==> src/rtl/decoder_onehot_seq_if.sv <==
// Request/response bundle for decoder_onehot_seq: single decodes, scan
// sweeps and the registered one-hot result.
interface decoder_onehot_seq_if #(
  parameter int SEL_W = 3
);
  localparam int OUT_N = 1 << SEL_W;

  logic             enable;
  logic             in_valid;
  logic [SEL_W-1:0] sel;
  logic             scan_start;
  logic             in_ready;
  logic [OUT_N-1:0] out;
  logic             out_valid;
  logic             busy;
  logic             scan_done;

  modport master (
    output enable, in_valid, sel, scan_start,
    input  in_ready, out, out_valid, busy, scan_done
  );

  modport slave (
    input  enable, in_valid, sel, scan_start,
    output in_ready, out, out_valid, busy, scan_done
  );
endinterface

==> src/rtl/decoder_onehot_seq.sv <==
// Registered SEL_W -> 2^SEL_W one-hot decoder with a pausable scan mode that
// walks every line once, for write-enable and init-sweep sequencing.
module decoder_onehot_seq #(
  parameter int SEL_W     = 3,
  parameter bit MASK_ZERO = 1'b1
) (
  input  logic                 clock,
  input  logic                 reset_n,
  decoder_onehot_seq_if.slave  bus
);
  localparam int OUT_N = 1 << SEL_W;

  typedef enum logic {IDLE, SCAN} state_t;

  state_t           state;
  logic [SEL_W-1:0] count;
  logic [SEL_W-1:0] idx;
  logic [OUT_N-1:0] dec;
  logic [OUT_N-1:0] out_q;
  logic             out_valid_q;
  logic             scan_done_q;

  // One decoder serves both modes: scan walks count, idle decodes sel.
  always_comb idx = (state == SCAN) ? count : bus.sel;

  for (genvar i = 0; i < OUT_N; i++) begin : g_line
    if (MASK_ZERO && i == 0) begin : g_masked
      assign dec[i] = 1'b0;
    end else begin : g_hit
      assign dec[i] = (idx == SEL_W'(i));
    end
  end

  always_ff @(posedge clock or negedge reset_n) begin
    if (!reset_n) begin
      state       <= IDLE;
      count       <= '0;
      out_q       <= '0;
      out_valid_q <= 1'b0;
      scan_done_q <= 1'b0;
    end else begin
      out_q       <= '0;
      out_valid_q <= 1'b0;
      scan_done_q <= 1'b0;
      case (state)
        IDLE: begin
          if (bus.enable) begin
            if (bus.scan_start) begin
              state <= SCAN;
              count <= '0;
            end else if (bus.in_valid) begin
              out_q       <= dec;
              out_valid_q <= 1'b1;
            end
          end
        end
        SCAN: begin
          // Stay in SCAN for the scan_done cycle so in_ready rises one later.
          if (scan_done_q) begin
            state <= IDLE;
          end else if (bus.enable) begin
            out_q       <= dec;
            out_valid_q <= 1'b1;
            count       <= count + 1'b1;
            if (count == '1) scan_done_q <= 1'b1;
          end
        end
        default: state <= IDLE;
      endcase
    end
  end

  assign bus.out       = out_q;
  assign bus.out_valid = out_valid_q;
  assign bus.scan_done = scan_done_q;
  assign bus.busy      = (state == SCAN);
  assign bus.in_ready  = (state == IDLE);
endmodule

==> src/flat_wrapper.sv <==
// flat-port wrapper written by rule: the top's interface ports become plain ports
module decoder_onehot_seq_flat 
#(
  parameter int SEL_W     = 3,
  parameter bit MASK_ZERO = 1'b1
)
  (clock, reset_n, bus_enable, bus_in_valid, bus_sel, bus_scan_start, bus_in_ready, bus_out, bus_out_valid, bus_busy, bus_scan_done);
  decoder_onehot_seq_if #(.SEL_W(SEL_W)) bus_i ();
  input  logic clock;
  input  logic reset_n;
  input wire logic [$bits(bus_i.enable)-1:0] bus_enable;
  input wire logic [$bits(bus_i.in_valid)-1:0] bus_in_valid;
  input wire logic [$bits(bus_i.sel)-1:0] bus_sel;
  input wire logic [$bits(bus_i.scan_start)-1:0] bus_scan_start;
  output wire logic [$bits(bus_i.in_ready)-1:0] bus_in_ready;
  output wire logic [$bits(bus_i.out)-1:0] bus_out;
  output wire logic [$bits(bus_i.out_valid)-1:0] bus_out_valid;
  output wire logic [$bits(bus_i.busy)-1:0] bus_busy;
  output wire logic [$bits(bus_i.scan_done)-1:0] bus_scan_done;
  assign bus_i.enable = bus_enable;
  assign bus_i.in_valid = bus_in_valid;
  assign bus_i.sel = bus_sel;
  assign bus_i.scan_start = bus_scan_start;
  assign bus_in_ready = bus_i.in_ready;
  assign bus_out = bus_i.out;
  assign bus_out_valid = bus_i.out_valid;
  assign bus_busy = bus_i.busy;
  assign bus_scan_done = bus_i.scan_done;
  decoder_onehot_seq #(.SEL_W(SEL_W), .MASK_ZERO(MASK_ZERO)) u_core (.clock(clock), .reset_n(reset_n), .bus(bus_i));
endmodule
==> config.mk <==
export PLATFORM = sky130hd
export DESIGN_NAME = decoder_onehot_seq_flat
export DESIGN_NICKNAME = d
export VERILOG_FILES = /design/src/rtl/decoder_onehot_seq_if.sv /design/src/rtl/decoder_onehot_seq.sv /design/src/flat_wrapper.sv
export SDC_FILE = /design/constraint.sdc
export NUM_CORES = 1
export LEC_CHECK = 0
export CORE_ASPECT_RATIO = 1.4
export CORE_MARGIN = 4
export CORE_UTILIZATION = 31
export CTS_BUF_LIST = sky130_fd_sc_hd__clkbuf_2
export DETAILED_ROUTE_END_ITERATION = 16
export PLACE_DENSITY = 0.55
export SYNTH_ARGS = -nofsm -noshare
export SYNTH_HDL_FRONTEND = slang
export SYNTH_SLANG_ARGS = --single-unit
==> constraint.sdc <==
create_clock -name clock -period 2.15 [get_ports clock]
set_input_delay 0.43 -clock clock [delete_from_list [all_inputs] [get_ports clock]]
set_output_delay 0.43 -clock clock [all_outputs]
set_load 0.005 [all_outputs]
==> impl_metrics.yaml <==
status:
  outcome: "finished clean"
clock_network:
  h-tree-depth: 1
  post_cts_buffers: 0
  cts_hold_buf: 0
  post_cts_resized: 0
  insertion_delay_ns: 0.28
  clock_path_buffers: 2
  cts_sinks: 13
  numCtsBuffers: 3
  cts_tree: "built"
  root_buffer: "clkbuf_2"
  path_clk_slew_ns: 0.13
critical_path:
  r2r_slack_ns: 0.84
  crit_arrival_ns: 1.53
  endpoint: "bus_in_ready"
  cp_max_fo: 7
  rr_worst_depth: 4
  crit_type: "register to primary output"
  crit_path_end_kind: "primary output"
  crit_chain: "inv_1 > clkdlybuf4s50_1"
  r2r_end: "u_core.bus.out[6]"
  worstPathRequired_ns: 1.72
  cp_slowest_cell: "clkdlybuf4s50_1"
  r2r_start: "u_core.bus.busy"
  cpPeakStageDelay_ns: 0.54
  cp-start-kind: "register"
  crit_start: "u_core.bus.busy"
synth:
  synth_area_per_cell_sq_um: 11.15
  syn_nets: 66
  netlist_instances: 56
  synth_seq_area_share_pct: 52.10
  ys_seq_elements: 13
  yosys_warnings: 0
  ys_types: 26
  synth_area_sq_um: 624.3
die:
  dieHeight_um: 61.10
  initial_core_util_pct: 33.81
  io-pin-count: 20
  dieArea_sq_um: 2806
  num_rows: 18
  die_w_um: 45.93
  core_area_sq_um: 1847
power:
  power_density_nw_per_um2: 1078
  power.total_w: 0.0009039
  ir_worst_vdd_mv: 0.4586
  power.leakage_nw: 0.3824
global_route:
  grt-ovfl-total: 0
  grt_max_degree: 14
  grt_pass1_vias: 521
  grt_usage_pct: 11.90
  antenna_found_initial: 0
  grt_pass1_wl_mm: 2.346
finish:
  final_util_pct: 45.39
  final_cell_mix: "18 x clkdlybuf4s50_1, 13 x dfrtp_1, 9 x nor2_1, 4 x clkbuf_2"
  drive_gt1_share_pct: 16.88
  area_delta_synth_final_pct: 34.27
  seq_area_sq_um: 325.3
  final_common_cell: "clkdlybuf4s50_1"
  multi_input_area_sq_um: 272.8
  fill_cells: 191
  antenna_cells: 0
  fin_area_sq_um: 838.3
  fin_nets: 88
drt:
  avgViaCountPerCell: 5.021
  drcViolationCount: 0
  dr.pass1.iters: 2
  ant_nets: 0
  vias: 487
  drt_iter0_markers: 8
  wl_mm: 1.329
  wl_per_cell_um: 13.70
sta:
  tns_ns: 0
  setup_viol: 0
  relSlewSlack_pct: 60.31
  finalCriticalPeriod_ns: 1.959
  whs_ns: 0.5055
  fin_crit_sh_pct: 91.14
  tightest_slew_ns: 0.5935
  finClkSkew_ns: 0.007094
  rsz0062_at_grt: "false"
  drv_slew: 0
  finalHoldViolCount: 0
  fmaxAchievable_mhz: 510.3
min_path:
  hold_class: "primary input to async pin"
placement:
  io_buffers: 18
  placed_cell_area_sq_um: 818.3
  dpl.hpwl_um: 971.3
  gp_congestion: 0.6956
job:
  cap_violations: 0
-- stage by stage --
step                instances  setup slack (ns)
finish                     97            0.1905
CTS                        97            0.1816
floorplan                  56            0.9696
global route               97           0.05872
global placement           93            0.5409
detailed placement         93            0.5386
-- report_power, final --
part | leakage [nW] | internal [W] | total (W) | switching [W]
combinational | 0.196 | 0.000221 | 0.000399 | 0.000178
clock | 0.0166 | 0.0000493 | 0.000133 | 0.0000840
sequential | 0.170 | 0.000306 | 0.000371 | 0.0000652
-- final cells by class --
type,count,share of cell area [%]
multi-input combinational,39,32.54
inverter,2,0.8955
tap,20,2.985
clock buffer,4,2.388
timing repair buffer,19,22.39
sequential,13,38.81
-- registers in the layout, summed over array words and instances, names as in the netlist --
| signal | count |
|---|---|
| u_core.bus.out | 7 |
| u_core.bus.scan_done | 1 |
| u_core.bus.busy | 1 |
| u_core.count | 3 |
| u_core.bus.out_valid | 1 |
-- how the worst min path moves through the flow --
stage / start / endpoint / slack, ns / cells after the start
2_1_floorplan: reset_n / u_core.bus.busy / 0.13 / 0
3_3_place_gp: u_core.count[0] / u_core.count[0] / 0.56 / 2
5_1_grt: reset_n / u_core.bus.out[3] / 0.52 / 1
3_5_place_dp: u_core.count[0] / u_core.count[0] / 0.57 / 2
6_report: reset_n / u_core.bus.out[3] / 0.51 / 1
4_1_cts: reset_n / u_core.bus.out[3] / 0.52 / 1
-- routing by layer --
layer	vias up	track usage [%]	wire length, um
li1	239	-	-
met1	232	14.13	549
met2	12	19.09	690
met3	4	2.632	56
met4	0	7.317	33
met5	-	0	0
-- cell families after synthesis --
family / synth area share, %
and+or+nand+nor: 17.03
buffers and inverters: 4.209
AOI/OAI and AO/OA: 17.03
DFF: 52.10
other: 0.6006
muxes: 5.010
adders and majority gates: 4.007
-- cell usage after synthesis --
library cell / count / area [sq um]
dfrtp_1: 13 / 325.3
nor2_1: 9 / 33.78
nand2_1: 3 / 11.26
o21ai_0: 3 / 15.01
a22oi_1: 2 / 15.01
and3_2: 2 / 15.01
ha_1: 2 / 25.02
inv_1: 2 / 7.510
mux2i_1: 2 / 20.02
o211ai_2: 2 / 25.02
a21oi_1: 1 / 5.000
a31o_2: 1 / 8.760
a31oi_1: 1 / 6.260
a32oi_1: 1 / 8.760
and2b_1: 1 / 7.510
buf_4: 1 / 7.510
buf_6: 1 / 11.26
conb_1: 1 / 3.750
mux2_2: 1 / 11.26
nand2b_1: 1 / 6.260
nor2b_2: 1 / 8.760
nor3_1: 1 / 5.000
nor3b_4: 1 / 18.77
o21a_1: 1 / 7.510
o21ai_1: 1 / 5.000
o32a_1: 1 / 10.01
-- critical path, delay by kind of cell, from the launching register on --
kind | cells | cell delay [ns]
DFF | 1 | 0.49
buffers and inverters | 2 | 0.76
No activity file was read; power rests on OpenSTA's default activity.
